<file path="src/rtl/pipe_stage_reg.sv">
// Flow-controlled pipeline boundary register with flush, bubble insertion,
// optional 2-entry skid buffer and saturating stall/flush counters.
module pipe_stage_reg #(
    parameter int                 DATA_W    = 32,
    parameter int                 INSTR_W   = 32,
    parameter int                 SKID      = 1,
    parameter logic [INSTR_W-1:0] NOP_INSTR = INSTR_W'(32'h0000_0013),
    parameter int                 CNT_W     = 16
) (
    input  logic               clk,
    input  logic               reset,
    input  logic               flush,
    input  logic               in_valid,
    output logic               in_ready,
    input  logic [INSTR_W-1:0] in_instr,
    input  logic [DATA_W-1:0]  in_data,
    input  logic               in_regwen,
    output logic               out_valid,
    input  logic               out_ready,
    output logic [INSTR_W-1:0] out_instr,
    output logic [DATA_W-1:0]  out_data,
    output logic               out_regwen,
    output logic [CNT_W-1:0]   stall_cnt,
    output logic [CNT_W-1:0]   flush_cnt
);

    typedef enum logic [1:0] {EMPTY, ONE, TWO} state_t;

    state_t             state_reg, state_next;
    logic [INSTR_W-1:0] main_instr_reg, skid_instr_reg;
    logic [DATA_W-1:0]  main_data_reg, skid_data_reg;
    logic               main_regwen_reg, skid_regwen_reg;
    logic               in_ready_reg;
    logic [CNT_W-1:0]   stall_cnt_reg, flush_cnt_reg;

    logic in_fire, out_fire;
    logic load_main_in, load_main_skid, load_skid_in;

    assign out_valid = (state_reg != EMPTY);
    assign in_ready  = (SKID != 0) ? in_ready_reg : (!out_valid || out_ready);
    assign in_fire   = in_valid && in_ready;
    assign out_fire  = out_valid && out_ready;

    always_comb begin
        state_next     = state_reg;
        load_main_in   = 1'b0;
        load_main_skid = 1'b0;
        load_skid_in   = 1'b0;
        if (flush) begin
            state_next = EMPTY;
        end else begin
            case (state_reg)
                EMPTY: begin
                    if (in_fire) begin
                        state_next   = ONE;
                        load_main_in = 1'b1;
                    end
                end
                ONE: begin
                    // Without a skid entry an accepted input always replaces main.
                    if (in_fire && (out_fire || SKID == 0)) begin
                        load_main_in = 1'b1;
                    end else if (in_fire) begin
                        state_next   = TWO;
                        load_skid_in = 1'b1;
                    end else if (out_fire) begin
                        state_next = EMPTY;
                    end
                end
                TWO: begin
                    if (out_fire) begin
                        state_next     = ONE;
                        load_main_skid = 1'b1;
                    end
                end
                default: state_next = EMPTY;
            endcase
        end
    end

    always_ff @(posedge clk) begin
        if (reset) begin
            state_reg       <= EMPTY;
            in_ready_reg    <= 1'b1;
            main_instr_reg  <= '0;
            main_data_reg   <= '0;
            main_regwen_reg <= 1'b0;
            skid_instr_reg  <= '0;
            skid_data_reg   <= '0;
            skid_regwen_reg <= 1'b0;
        end else begin
            state_reg    <= state_next;
            in_ready_reg <= (state_next != TWO);
            if (load_main_in) begin
                main_instr_reg  <= in_instr;
                main_data_reg   <= in_data;
                main_regwen_reg <= in_regwen;
            end else if (load_main_skid) begin
                main_instr_reg  <= skid_instr_reg;
                main_data_reg   <= skid_data_reg;
                main_regwen_reg <= skid_regwen_reg;
            end
            if (load_skid_in) begin
                skid_instr_reg  <= in_instr;
                skid_data_reg   <= in_data;
                skid_regwen_reg <= in_regwen;
            end
        end
    end

    // Counters saturate at all-ones and clear only on reset.
    always_ff @(posedge clk) begin
        if (reset) begin
            stall_cnt_reg <= '0;
            flush_cnt_reg <= '0;
        end else begin
            if (out_valid && !out_ready && (stall_cnt_reg != {CNT_W{1'b1}}))
                stall_cnt_reg <= stall_cnt_reg + CNT_W'(1);
            if (flush && out_valid && (flush_cnt_reg != {CNT_W{1'b1}}))
                flush_cnt_reg <= flush_cnt_reg + CNT_W'(1);
        end
    end

    assign out_instr  = out_valid ? main_instr_reg : NOP_INSTR;
    assign out_regwen = out_valid && main_regwen_reg;
    assign out_data   = main_data_reg;
    assign stall_cnt  = stall_cnt_reg;
    assign flush_cnt  = flush_cnt_reg;

endmodule

</file>
<file path="config.mk">
export PLATFORM = sky130hd
export DESIGN_NAME = pipe_stage_reg
export DESIGN_NICKNAME = d
export VERILOG_FILES = /design/src/rtl/pipe_stage_reg.sv
export SDC_FILE = /design/constraint.sdc
export NUM_CORES = 1
export LEC_CHECK = 0
export ABC_CLOCK_PERIOD_IN_PS = 3690
export CAP_MARGIN = 20
export CELL_PAD_IN_SITES_DETAIL_PLACEMENT = 1
export CELL_PAD_IN_SITES_GLOBAL_PLACEMENT = 1
export CORE_MARGIN = 2
export CORE_UTILIZATION = 35
export CTS_BUF_LIST = sky130_fd_sc_hd__clkbuf_2 sky130_fd_sc_hd__clkbuf_4 sky130_fd_sc_hd__clkbuf_8
export DETAILED_ROUTE_END_ITERATION = 12
export HOLD_SLACK_MARGIN = 0.15
export PLACE_DENSITY_LB_ADDON = 0.25
export SLEW_MARGIN = 30
export SYNTH_ARGS = -nofsm -noshare
export SYNTH_HDL_FRONTEND = slang
export SYNTH_SLANG_ARGS = --single-unit
</file>
<file path="constraint.sdc">
create_clock -name clk -period 3.69 [get_ports clk]
set_clock_uncertainty 0.2 [all_clocks]
set_input_delay 0.738 -clock clk [delete_from_list [all_inputs] [get_ports clk]]
set_output_delay 0.738 -clock clk [all_outputs]
set_load 0.02 [all_outputs]
</file>
==> summary.txt <==
Outcome
  • Outcome: finished, final reports clean

Setup path
  • Critical path's slowest cell: clkdlybuf4s50_1
  • Largest stage delay, worst path: 0.59 ns
  • Worst path required time: 2.75 ns
  • CP Cell Sequence: nor2_4, buf_16, or2_2, clkdlybuf4s50_1
  • Critical Path Fanout Max: 21
  • Worst setup path class: flop to primary output
  • Crit start category: flop
  • Arr. time, crit path: 2.34 ns
  • Crit end category: primary output
  • Critical path buffer and inverter count: 2
  • FF-to-FF setup slack: 1.23 ns
  • Top delay family on crit path: buffers and inverters

Global routing
  • Largest net degree at the start of global routing: 72
  • Initial antenna violation count: 1
  • First-pass GRT wire length: 32800 um
  • Vias in the first global route: 6438
  • GRT Overall Usage: 0.187
  • GRT overflow: 0

Clock network
  • CTS H-tree lvls: 4
  • Reg clk slew, reported paths: 0.09 ns
  • CTS tree: built
  • Setup bufs post-CTS: 0
  • Clock latency on the worst-skew pair: 0.47 ns
  • Clk sink count: 165
  • Hold_buf cts: 0
  • Clock buffer depth: 2
  • CTS Root Cell: clkbuf_8
  • # resized after CTS: 0
  • TritonCTS Buffers: 17

Synth
  • Syn_area_per_cell: 8.54 um2
  • Synth top cells by count: dfxtp_1 (165), nand2_1 (140), a21oi_1 (87)
  • XOR/XNOR share of the synthesized area: 0.00124
  • Mapped cell area: 0.00708 mm2
  • Post-synthesis mux area share: 0.0997
  • Most used DFF post-synth: dfxtp_1
  • Yosys top cell area share: 0.467
  • Async set or reset register ratio after synthesis: 0
  • Post-Syn Instances: 829
  • Seq/Total Area, Yosys: 0.467
  • Simple-gate share of the synthesized area: 0.218
  • EDFF count, synth: 0
  • Yosys Warn Count: 0
  • Largest family of logic cells by synthesized area: simple AND/OR/NAND/NOR gates
  • Syn Nets: 901
  • Post-synthesis adder-cell area fraction: 0.00354
  • Synth area leader: dfxtp_1
  • Yosys cell types: 38
  • Synth Area in Compound Gates: 0.169
  • Area contributors post-synth: dfxtp_1 (47%), mux2i_1 (9.3%), a211oi_1 (7.4%), nand2_1 (7.4%), a21oi_1 (6.2%)
  • Count leader, synth: dfxtp_1
  • Yosys reg bits: 165

Placed design
  • HPWL Detailed: 12800 um
  • Placed inst area: 0.00905 mm2
  • Pre-CTS setup slack: 0.546 ns
  • Number of buffers added on ports: 168
  • Routability Congestion: 0.733

Timing
  • Final count of pins violating max slew: 0
  • RSZ-0062 raised after global routing: no
  • Setup TNS: 0 ns
  • Slew headroom: 0.468
  • Hold Vio Cnt, Final: 0
  • Fmax: 305 MHz
  • Final setup fails: 0
  • Post-route setup slack: 0.413 ns
  • Min Tclk post-route: 3.28 ns
  • Hold Worst Slack: 0.259 ns
  • Slew @ Worst Pin: 0.799 ns
  • Final period util: 0.888

Detailed routing
  • Via density: 5.14
  • Drt total wl: 20000 um
  • Vias: 6414
  • Number of DRC markers in iteration 0: 243
  • Final ANT Viol Nets: 0
  • Wire per inst: 16.0 um
  • Drt pass-1 iters: 4
  • DRC: 0

Layout
  • Nets: 1037
  • Core Util, Final: 0.472
  • Layout cells sized above 1: 0.0716
  • Final instance area: 0.00946 mm2
  • Synth-to-Final Area Change: 33.7%
  • # diodes: 0

Min path
  • Worst Hold Class: flop to flop

Power and ir drop
  • Static Leak: 2.92 nW
  • Pwr/cell area: 377 mW/mm2
  • Maximum vdd drop: 229 uV

Floorplan
  • IO Count: 169
  • Die X: 146 um
  • Core area: 0.0200 mm2
  • Die footprint: 0.0214 mm2
  • Site Rows: 52
  • Initial Util: 0.353
  • Die height: 146 um

Job
  • Max cap viols: 0
-- report_power, final --
group	internal (mW)	switching [mW]	leakage (nW)	total [mW]
logic	0.193	0.195	1.39	0.388
clock network	0.578	0.732	0.187	1.31
registers	1.84	0.0313	1.34	1.87
-- final timing paths --
path / to / cells after the start / from
worst min-delay path: skid_instr_reg[31] / 2 / skid_instr_reg[31]
worst max register to register: flush_cnt[10] / 5 / flush_cnt[0]
worst min register to register: skid_instr_reg[31] / 2 / skid_instr_reg[31]
worst max-delay path: out_instr[4] / 4 / state_reg[1]
-- worst reg2reg max path, delay by kind of cell, from the launching register on --
family	cells	cell delay, ns
AO/OA/AOI/OAI	1	0.15
adder cells (fa/ha/maj)	1	0.24
flip-flops	1	0.44
AND/OR/NAND/NOR	3	1.38
-- metal layers --
metal | wire length [um] | track usage
met4 | 237 | 0.0549
met3 | 1320 | 0.0675
met1 | 9120 | 0.230
met5 | 0 | 0
met2 | 9300 | 0.310
-- metrics by stage --
| stage | total power [mW] | instances |
|---|---|---|
| final | 3.57 | 1248 |
| after global routing | 3.73 | 1248 |
| after CTS | 3.62 | 1247 |
| after detailed placement | 2.30 | 1215 |
| after global placement | 2.29 | 1215 |
| after floorplan | 2.09 | 829 |
-- cell usage in the layout, fill, tap and decap left out, drive strengths merged, types with 12 or more instances in the layout --
master	count
clkdlybuf4s50	167
dfxtp	165
nand2	140
a21oi	87
nor2	73
a211oi	70
mux2i	66
nor2b	35
or4	21
clkbuf	19
o31ai	17
buf	16
inv	12
-- cell families after synthesis --
logic type | after synthesis
DFF | 165
xor gates and xnor gates | 1
muxes | 70
and+or+nand+nor | 328
buffers and inverters | 75
adders and majority gates | 2
AOI/OAI and AO/OA | 188
-- area by class of cell --
class                   count  area (um2)
clock buffers              19         262
flip-flops and latches    165        3300
well taps                 270         338
multi-input cells         589        3500
fillers                  2370       10600
repair buffers            183        1900
clock inverters            13         125
inverters                   9        33.8
Note: power is estimated with default switching activity, not from simulation.
